**config.mk**
```make
export PLATFORM = sky130hd
export DESIGN_NAME = cp0_intr_ctrl
export DESIGN_NICKNAME = d
export VERILOG_FILES = /design/src/rtl/cp0_pkg.sv /design/src/rtl/cp0_prio_enc.sv /design/src/rtl/cp0_intr_ctrl.sv
export SDC_FILE = /design/constraint.sdc
export NUM_CORES = 1
export LEC_CHECK = 0
export BUFFER_PORTS_ARGS = -buffer_cell sky130_fd_sc_hd__buf_2
export CAP_MARGIN = 20
export CORE_ASPECT_RATIO = 1.4
export CORE_MARGIN = 2
export CORE_UTILIZATION = 33
export CTS_CLUSTER_SIZE = 30
export DETAILED_ROUTE_END_ITERATION = 7
export PLACE_DENSITY = 0.67
export SLEW_MARGIN = 40
export SYNTH_ARGS = -nofsm -noshare
export SYNTH_HDL_FRONTEND = slang
export SYNTH_SLANG_ARGS = --single-unit
```
**constraint.sdc**
```tcl
create_clock -name clk -period 3.13 [get_ports clk]
set_input_delay 0.4695 -clock clk [delete_from_list [all_inputs] [get_ports clk]]
set_output_delay 0.4695 -clock clk [all_outputs]
set_load 0.02 [all_outputs]
```
**src/rtl/cp0_pkg.sv**
```systemverilog
// cp0_pkg: shared constants for the CP0 exception/interrupt controller.
// Holds the register addresses, the ExcCode values, the Status/Cause field
// positions and the exception-kind enum used by the arbiter.
// The optional timer is enabled with the CP0_TIMER_EN macro.
package cp0_pkg;

    // CP0 register addresses
    localparam logic [4:0] CP0_COUNT   = 5'd9;
    localparam logic [4:0] CP0_COMPARE = 5'd11;
    localparam logic [4:0] CP0_STATUS  = 5'd12;
    localparam logic [4:0] CP0_CAUSE   = 5'd13;
    localparam logic [4:0] CP0_EPC     = 5'd14;

    // Cause.ExcCode values
    localparam logic [4:0] EXCCODE_INT = 5'd0;
    localparam logic [4:0] EXCCODE_SYS = 5'd8;
    localparam logic [4:0] EXCCODE_UNI = 5'd10;
    localparam logic [4:0] EXCCODE_OVR = 5'd12;

    // Status field positions
    localparam int ST_IE   = 0;   // external interrupt enable
    localparam int ST_SYS  = 1;   // syscall enable
    localparam int ST_UNI  = 2;   // unimplemented-instruction enable
    localparam int ST_OVR  = 3;   // overflow enable
    localparam int ST_SAVE = 4;   // [7:4] saved copy of [3:0]
    localparam int ST_IM   = 8;   // per-line interrupt mask
    localparam int ST_TM   = 16;  // timer interrupt mask

    // Cause field positions
    localparam int CA_EXC  = 2;   // [6:2] ExcCode
    localparam int CA_IP   = 8;   // pending lines, read-only
    localparam int CA_TI   = 16;  // timer interrupt pending

    // Winner of the exception arbitration, highest priority first
    typedef enum logic [2:0] {
        KIND_NONE = 3'd0,
        KIND_OVR  = 3'd1,
        KIND_UNI  = 3'd2,
        KIND_SYS  = 3'd3,
        KIND_INT  = 3'd4
    } exc_kind_e;

    // ExcCode recorded in Cause for a given winner
    function automatic logic [4:0] exc_code(input exc_kind_e k);
        logic [4:0] c;
        case (k)
            KIND_OVR: c = EXCCODE_OVR;
            KIND_UNI: c = EXCCODE_UNI;
            KIND_SYS: c = EXCCODE_SYS;
            default:  c = EXCCODE_INT;
        endcase
        return c;
    endfunction

endpackage

```
**src/rtl/cp0_prio_enc.sv**
```systemverilog
// cp0_prio_enc: lowest-index-first priority encoder over the masked
// pending interrupt vector. Produces a valid flag and a one-hot grant.
module cp0_prio_enc #(
    parameter int W = 4
) (
    input  logic [W-1:0] req_i,
    output logic         vld_o,
    output logic [W-1:0] gnt_o
);

    assign vld_o = |req_i;

    // Scan from the top down so the lowest set index is written last and wins
    always_comb begin
        gnt_o = '0;
        for (int i = W - 1; i >= 0; i--) begin
            if (req_i[i]) begin
                gnt_o    = '0;
                gnt_o[i] = 1'b1;
            end
        end
    end

endmodule

```
**src/rtl/cp0_intr_ctrl.sv**
```systemverilog
// cp0_intr_ctrl: coprocessor-0 Status/Cause/EPC, external interrupt latching
// and arbitration against synchronous exceptions for the pipelined core.
// Define CP0_TIMER_EN to add Count/Compare and the timer interrupt (Cause[16]).
module cp0_intr_ctrl
    import cp0_pkg::*;
#(
    parameter int          N_IRQ    = 4,
    parameter logic [31:0] VEC_BASE = 32'h0000_0008
) (
    input  logic             clk,
    input  logic             rst,
    input  logic [N_IRQ-1:0] irq,
    output logic [N_IRQ-1:0] irq_ack,
    input  logic             stall,
    input  logic             exc_sys,
    input  logic             exc_uni,
    input  logic             exc_ovr,
    input  logic             eret,
    input  logic             mtc0,
    input  logic             mfc0,
    input  logic [4:0]       rd,
    input  logic [31:0]      wdata,
    input  logic [31:0]      npc,
    input  logic [31:0]      id_pc,
    input  logic [31:0]      exe_pc,
    output logic [31:0]      rdata,
    output logic             exc_take,
    output logic [31:0]      exc_vec,
    output logic [31:0]      epc_out,
    output logic             flush_if,
    output logic             flush_id
);

    // Architectural state
    logic [3:0]       st_en_q;     // Status[3:0]
    logic [3:0]       st_save_q;   // Status[7:4]
    logic [N_IRQ-1:0] im_q;        // Status IM
    logic [4:0]       excode_q;    // Cause ExcCode
    logic [N_IRQ-1:0] ip_q;        // Cause IP (sticky pending)
    logic [31:0]      epc_q;
    logic [N_IRQ-1:0] ack_q;
    logic [N_IRQ-1:0] ack_d;

    logic [N_IRQ-1:0] ip_msk;
    logic [N_IRQ-1:0] line_gnt;
    logic             line_vld;
    logic             ti_pend;
    logic             c_ovr, c_uni, c_sys, c_int;
    exc_kind_e        kind;
    logic             wr_ok, er_ok;
    logic [31:0]      status_rd, cause_rd;

    // Masked pending lines, lowest index is serviced first
    assign ip_msk = ip_q & im_q;

    cp0_prio_enc #(.W(N_IRQ)) u_prio_enc (
        .req_i (ip_msk),
        .vld_o (line_vld),
        .gnt_o (line_gnt)
    );

`ifdef CP0_TIMER_EN
    logic [31:0] count_q, compare_q, count_inc;
    logic        ti_q, tm_q;

    assign count_inc = count_q + 32'd1;
    assign ti_pend   = ti_q & tm_q;
`else
    assign ti_pend   = 1'b0;
`endif

    // Candidates; int is held off during eret so the restored enables are seen first
    assign c_ovr = st_en_q[ST_OVR] & exc_ovr;
    assign c_uni = st_en_q[ST_UNI] & exc_uni;
    assign c_sys = st_en_q[ST_SYS] & exc_sys;
    assign c_int = st_en_q[ST_IE] & (line_vld | ti_pend) & ~eret;

    // Fixed-priority pick: ovr > uni > sys > int
    always_comb begin
        kind = KIND_NONE;
        if (c_ovr)      kind = KIND_OVR;
        else if (c_uni) kind = KIND_UNI;
        else if (c_sys) kind = KIND_SYS;
        else if (c_int) kind = KIND_INT;
    end

    assign exc_take = ~rst & ~stall & (kind != KIND_NONE);
    assign exc_vec  = VEC_BASE;
    assign epc_out  = epc_q;
    assign flush_if = exc_take;
    // ovr is in EXE so the ID instruction behind it dies too; sys/uni fault in ID itself
    assign flush_id = exc_take & ((kind == KIND_OVR) | (kind == KIND_INT));

    // Only an external line gets an ack; a timer win leaves ack_d at zero
    assign ack_d   = (exc_take && kind == KIND_INT) ? line_gnt : '0;
    assign irq_ack = ack_q;

    // A take suppresses any CP0 write or eret in the same cycle
    assign wr_ok = mtc0 & ~stall & ~exc_take;
    assign er_ok = eret & ~stall & ~exc_take;

    // Read views of Status and Cause; unimplemented bits read 0
    always_comb begin
        status_rd                   = '0;
        status_rd[3:0]              = st_en_q;
        status_rd[7:4]              = st_save_q;
        status_rd[ST_IM +: N_IRQ]   = im_q;
        cause_rd                    = '0;
        cause_rd[CA_EXC +: 5]       = excode_q;
        cause_rd[CA_IP +: N_IRQ]    = ip_q;
`ifdef CP0_TIMER_EN
        status_rd[ST_TM]            = tm_q;
        cause_rd[CA_TI]             = ti_q;
`endif
    end

    // mfc0 read mux, pre-edge values only
    always_comb begin
        rdata = '0;
        if (mfc0) begin
            case (rd)
                CP0_STATUS:  rdata = status_rd;
                CP0_CAUSE:   rdata = cause_rd;
                CP0_EPC:     rdata = epc_q;
`ifdef CP0_TIMER_EN
                CP0_COUNT:   rdata = count_q;
                CP0_COMPARE: rdata = compare_q;
`endif
                default:     rdata = '0;
            endcase
        end
    end

    // Status/Cause/EPC update: take, else eret, else mtc0
    always_ff @(posedge clk) begin
        if (rst) begin
            st_en_q   <= '0;
            st_save_q <= '0;
            im_q      <= '0;
            excode_q  <= '0;
            epc_q     <= '0;
        end else if (exc_take) begin
            excode_q  <= exc_code(kind);
            st_save_q <= st_en_q;
            st_en_q   <= '0;
            case (kind)
                KIND_OVR:           epc_q <= exe_pc;
                KIND_UNI, KIND_SYS: epc_q <= id_pc;
                default:            epc_q <= npc;
            endcase
        end else if (er_ok) begin
            st_en_q   <= st_save_q;
            st_save_q <= '0;
        end else if (wr_ok) begin
            case (rd)
                CP0_STATUS: begin
                    st_en_q   <= wdata[3:0];
                    st_save_q <= wdata[7:4];
                    im_q      <= wdata[ST_IM +: N_IRQ];
                end
                CP0_CAUSE: excode_q <= wdata[CA_EXC +: 5];
                CP0_EPC:   epc_q    <= wdata;
                default: ;
            endcase
        end
    end

    // Sticky pending latch and one-cycle ack, cleared together at the take edge
    always_ff @(posedge clk) begin
        if (rst) begin
            ip_q  <= '0;
            ack_q <= '0;
        end else begin
            ip_q  <= (ip_q | irq) & ~ack_d;
            ack_q <= ack_d;
        end
    end

`ifdef CP0_TIMER_EN
    // Free-running Count, Compare match sets TI; writing Compare clears it
    always_ff @(posedge clk) begin
        if (rst) begin
            count_q   <= '0;
            compare_q <= 32'hFFFF_FFFF;
            ti_q      <= 1'b0;
            tm_q      <= 1'b0;
        end else begin
            count_q <= count_inc;
            if (count_inc == compare_q) ti_q <= 1'b1;
            if (wr_ok) begin
                case (rd)
                    CP0_COUNT:   count_q <= wdata;
                    CP0_COMPARE: begin
                        compare_q <= wdata;
                        ti_q      <= 1'b0;
                    end
                    CP0_STATUS:  tm_q <= wdata[ST_TM];
                    default: ;
                endcase
            end
        end
    end
`endif

endmodule

```
==> results of run 1 <==
cells in the final DEF, fill, tap and decap left out, types with 2 or more instances in the layout:
master       n
a21o_1       3
a21oi_1     17
a221o_1     32
a222oi_1    33
a22o_1       5
a22oi_1      3
a31oi_1      4
and2_1      21
and3_1       2
buf_2      216
buf_4       10
bufinv_16    2
clkbuf_16    9
clkinv_2     3
conb_1      32
dfxtp_1     57
inv_1        7
mux2i_1     16
nand2_1     17
nand2b_1     3
nand3_1      7
nand4b_1     2
nor2_1      66
nor2b_1      3
nor3_1       8
o21a_1       2
o21ai_0      6
metal layers:
layer / share of wire / up-vias
li1: - / 1879
met1: 0.37 / 1920
met2: 0.52 / 233
met3: 0.077 / 32
met4: 0.033 / 0
met5: 0 / -
Yosys cell counts (2+ instances only):
library cell	n	share of area
mux2i_1	16	0.047
and2_1	22	0.040
a222oi_1	33	0.096
nand4b_1	2	0.0051
and3_1	2	0.0036
nand2_1	17	0.019
a21o_1	3	0.0065
dfxtp_1	57	0.33
conb_1	2	0.0022
a221o_1	32	0.093
nor2b_1	3	0.0055
a22oi_1	3	0.0065
buf_2	6	0.0087
nand3_1	7	0.010
nor3_1	8	0.012
a21oi_1	17	0.025
buf_4	33	0.072
buf_6	4	0.013
clkbuf_1	23	0.025
nand2b_1	3	0.0055
o21a_1	2	0.0044
a22o_1	5	0.013
nor2_1	67	0.073
buf_1	2	0.0022
a31oi_1	4	0.0073
o21ai_0	6	0.0087
inv_1	7	0.0076
sequential cells by signal, summed over array words and instances (netlist names):
register and flops:
irq_ack 4, ip_q 4, epc_out 32, excode_q 5, st_save_q 4, st_en_q 4
im_q 4
metrics by stage:
| step | instance area [um^2] | setup slack (ns) | util | hold WS [ns] |
|---|---|---|---|---|
| 6_report | 4782 | 0.6956 | 0.4670 | 0.3578 |
| 5_1_grt | 4782 | 0.5927 | 0.4670 | 0.3572 |
| 4_1_cts | 4782 | 0.6967 | 0.4670 | 0.3504 |
| 3_5_place_dp | 4471 | 0.6525 | 0.4366 | 0.4730 |
| 3_3_place_gp | 4469 | 0.7201 | 0.4365 | 0.4705 |
| 2_1_floorplan | 3555 | 0.7435 | - | 0.4458 |
power by group:
part,switching (uW),internal [uW],total [uW]
clock,340,691,1030
sequential,16.7,744,761
combinational,173,129,302
kinds of logic after synthesis:
logic type             synth area share
DFF                              0.3315
AOI/OAI and AO/OA                0.2984
muxes                           0.04653
and+or+nand+nor                  0.1901
other                          0.002182
buffers and inverters            0.1312
worst paths after layout:
kind	startpoint	slack (ns)	end	cells past startpoint
worst min register to register	excode_q[3]	0.48	excode_q[3]	2
worst max register to register	st_en_q[1]	0.83	epc_out[18]	7
worst min-delay path	wdata[26]	0.36	epc_out[26]	2
worst max-delay path	st_en_q[1]	0.70	exc_take	5
critical path, cell delays in order, from the launching register on:
cell and delay (ns):
dfxtp_1 0.37, a22o_1 0.26, a2111o_1 0.45, a21o_4 0.29
inv_6 0.09, buf_2 0.18
area by class of cell:
type                            count  area (um^2)
Clock buffer                       10        229.0
Clock inverter                      6        82.58
Fill cell                        1039         5458
Inverter                            8        35.03
Multi-Input combinational cell    303         1966
Sequential cell                    57         1141
Tap cell                          138        172.7
Timing Repair Buffer              226         1156
==> results.json, run 1 <==
{
  "synth.distinct_cells": 47,
  "crit_fanout": 9,
  "skew_ns": 0.007759,
  "arrival_ns": 1.96,
  "diodes": 0,
  "maxSlewViolCount": 0,
  "synthFlopType": "dfxtp_1",
  "wl_um": 12990,
  "setup_viol": 0,
  "outcome": "finished, final reports clean",
  "clockBufferDepth": 2,
  "busiest_layer": "met2",
  "hold_violations": 0,
  "p_leak_uw": 0.002339,
  "total_power_uw": 2095,
  "gp_congestion": 0.9252,
  "max_slew_margin": 0.4480,
  "clock-sinks": 57,
  "drive_gt1_frac": 0.4098,
  "critPathKind": "flop to output port",
  "async_flop_share": 0,
  "avgSynthCellArea_um2": 8.478,
  "grt_pass1_wl_um": 20020,
  "num_vias": 4064,
  "dp_hpwl_um": 9751,
  "power_density_nw_per_um2": 438.0,
  "postCtsHoldBufs": 0,
  "cts_buffers": 9,
  "grt_antenna_before_repair": 0,
  "maxCapViolCount": 0,
  "cp.required_ns": 2.66,
  "cts.repair_timing.setup_buffer_count": 0,
  "seq_area_frac_synth": 0.3315,
  "core_area_um2": 10240,
  "fin_cells": 748,
  "synth_edf_count": 0,
  "tns_ns": 0,
  "io_buffer_count": 216,
  "die-area_um2": 11270,
  "netlist_area_um2": 3442,
  "met3_usage": 0.05505,
  "row_count": 44,
  "h-tree-depth": 3,
  "grt_util_all_layers": 0.2241,
  "ys_ff_latch": 57,
  "dr.first_iter.drc_count": 309,
  "cts-resized-gates": 0,
  "post_drt_wl_per_cell_um": 17.36,
  "drc": 0,
  "hp-class": "primary input to flop",
  "initial_core_util": 0.3361,
  "grt-ovfl-total": 0,
  "dr.pass1.iters": 8,
  "vdd_drop_max_uv": 330.6,
  "cp-end-kind": "output port",
  "root_buffer": "clkbuf_16",
  "worst_pin_slew_ns": 0.8259,
  "cts.clk_slew.worst_paths_ns": 0.06,
  "critPathLaunchType": "flop",
  "fp.dieH_um": 124.8,
  "period_share": 0.7778,
  "ys_warn_count": 0,
  "area_growth_syn_to_layout_pct": 38.93,
  "fin_nets": 751,
  "cts_tree": "built",
  "clk_latency_ns": 0.33,
  "grt_pass1_vias": 3830,
  "dp_cells": 732,
  "finalCriticalPeriod_ns": 2.434,
  "rsz0062_at_grt": "false",
  "io_pins": 249,
  "grtUsageMet2": 0.3954,
  "via_per_inst": 5.433,
  "use_met1": 0.2489,
  "die_width_um": 90.32,
  "ant_nets": 0,
  "syn_inst": 406,
  "max_freq_mhz": 410.8,
  "grt_max_degree": 40
}
No activity file was read; power rests on OpenSTA's default activity.
==> run 2: changes to the inputs <==
- ABC_AREA: unset -> 1
- PLACE_DENSITY: 0.67 -> unset
- clock period: 3.13 -> 2.38 ns (I/O delays scaled with it)
==> results.json, run 2 <==
{
  "critPathKind": "primary input to output port",
  "fin_nets": 1025,
  "cts.repair_timing.setup_buffer_count": 0,
  "gp_congestion": 0.8892,
  "die-area_um2": 13110,
  "power_density_nw_per_um2": 491.9,
  "grt_antenna_before_repair": 0,
  "clock-sinks": 57,
  "worst_pin_slew_ns": 0.6595,
  "cp.required_ns": 2.02,
  "drc": 0,
  "seq_area_um2": 1141,
  "cts_tree": "built",
  "die_width_um": 97.34,
  "grt_pass1_vias": 4690,
  "yosys.area.top_type_share": 0.2835,
  "avgSynthCellArea_um2": 5.902,
  "synth.distinct_cells": 30,
  "h-tree-depth": 3,
  "skew_ns": 0.004683,
  "synthFlopType": "dfxtp_1",
  "dp_hpwl_um": 11200,
  "finalCriticalPeriod_ns": 2.077,
  "io_buffer_count": 216,
  "cts_buffers": 9,
  "area_growth_syn_to_layout_pct": 32.14,
  "crit_fanout": 12,
  "fin_util": 0.4478,
  "layout_setup_ws_ns": 0.3033,
  "root_buffer": "clkbuf_16",
  "largest_register_ffs": 32,
  "outcome": "finished, final reports clean",
  "p_leak_uw": 0.003010,
  "fp.dieH_um": 134.7,
  "netlist_area_um2": 4025,
  "grt_max_degree": 80,
  "ys_ff_latch": 57,
  "synthMostInstantiatedCell": "nand2_1",
  "diodes": 0,
  "dr.first_iter.drc_count": 176,
  "layout_common_cells": "216 x buf_2, 194 x nand2_1, 125 x nor2_1",
  "row_count": 47,
  "ant_nets": 0,
  "post_drt_wl_per_cell_um": 14.66,
  "critPathLaunchType": "primary input",
  "clk_latency_ns": 0.33,
  "cts-resized-gates": 0,
  "vdd_drop_max_uv": 264.0,
  "multiInputGateArea_um2": 2392,
  "synthTopCellsByCount": "194 x nand2_1, 125 x nor2_1, 60 x o21ai_0",
  "arrival_ns": 1.72,
  "layout_commonest_cell": "buf_2",
  "max_slew_margin": 0.5603,
  "hp-class": "primary input to flop",
  "maxSlewViolCount": 0,
  "core_area_um2": 11880,
  "seq_area_frac_synth": 0.2835,
  "io_pins": 249,
  "clockBufferDepth": 2,
  "async_flop_share": 0,
  "grt_pass1_wl_um": 23980,
  "grt-ovfl-total": 0,
  "tns_ns": 0,
  "total_power_uw": 2616,
  "synth_top_area_cell": "dfxtp_1",
  "via_per_inst": 4.798,
  "initial_core_util": 0.3388,
  "grt_util_all_layers": 0.2310,
  "maxCapViolCount": 0,
  "cts.clk_slew.worst_paths_ns": 0.05,
  "nFillCells": 1406,
  "setup_viol": 0,
  "period_share": 0.8726,
  "dr.pass1.iters": 4,
  "synth.area.top_cells": "dfxtp_1 28%, nand2_1 18%, nor2_1 12%",
  "postCtsHoldBufs": 0,
  "ys_warn_count": 0,
  "wl_um": 15100,
  "syn_inst": 682,
  "dp_slack_ns": 0.3112,
  "num_vias": 4942,
  "hold_violations": 0,
  "max_freq_mhz": 481.5,
  "drive_gt1_frac": 0.2956,
  "synth_edf_count": 0,
  "cp-end-kind": "output port",
  "rsz0062_at_grt": "false"
}
run 2: cell types whose count changed in the layout (fill, tap and decap cells not counted), moves of 8 or more:
| cell | before | now |
|---|---|---|
| nand2_1 | 17 | 194 |
| nor2_1 | 66 | 125 |
| o21ai_0 | 6 | 60 |
| nand3_1 | 7 | 50 |
| a222oi_1 | 33 | 0 |
| a221o_1 | 32 | 0 |
| inv_1 | 7 | 32 |
| and2_1 | 21 | 0 |
| a21oi_1 | 17 | 36 |
| mux2i_1 | 16 | 0 |
| o21ai_1 | 0 | 16 |
| o211ai_1 | 0 | 9 |
| nor3_1 | 8 | 0 |
run 2: worst paths after layout:
check | depth (start not counted) | slack (ns) | startpoint | to
max | 10 | 0.30 | rd[3] | rdata[6]
min | 3 | 0.28 | wdata[11] | im_q[3]
max reg2reg | 11 | 0.55 | ip_q[1] | epc_out[28]
min reg2reg | 2 | 0.50 | excode_q[4] | excode_q[4]
run 2: final cells by class:
class	count	area share
clock buffer	10	0.04493
clock inverter	5	0.006116
inverter	39	0.02752
multi-input combinational	544	0.4498
sequential	57	0.2145
tap	147	0.03458
timing repair buffer	228	0.2225
run 2: metal layers:
| metal | global-route usage | part of all wire | up-vias |
|---|---|---|---|
| met5 | 0 | 0 | - |
| met4 | 0.1111 | 0.040 | 0 |
| met3 | 0.04555 | 0.076 | 40 |
| met2 | 0.4012 | 0.49 | 253 |
| met1 | 0.2733 | 0.39 | 2127 |
| li1 | - | - | 2522 |
run 2: worst max-delay path, stage by stage:
cell and delay (ns):
buf_2 0.11, nand2_1 0.07, nor2_1 0.08, nand2_1 0.16, inv_1 0.35, nand2_1 0.15, o211ai_1 0.12, nand2_1 0.08
inv_1 0.07, buf_2 0.15
run 2: where the power goes:
group | switching [uW] | total (uW) | internal [uW]
Sequential | 23.3 | 1010 | 986
Combinational | 278 | 448 | 170
Clock | 438 | 1160 | 720
Total | 740 | 2620 | 1880
run 2: per-stage QoR:
| stage | instance area, um^2 | instances | hold slack (ns) |
|---|---|---|---|
| finish | 5319 | 1030 | 0.2839 |
| global route | 5319 | 1030 | 0.2985 |
| CTS | 5319 | 1030 | 0.2720 |
| detailed placement | 5047 | 1015 | 0.4855 |
| global placement | 5047 | 1015 | 0.4724 |
| floorplan | 4138 | 712 | 0.4554 |
run 2: cell families (layout without fill, tap and decap cells):
family	after synthesis	count (layout)	share of synthesized area
buffers and inverters	111	282	0.1501
AND/OR/NAND/NOR	385	385	0.3914
AO/OA/AOI/OAI	127	127	0.1731
other	2	32	0.001866
flip-flops	57	57	0.2835
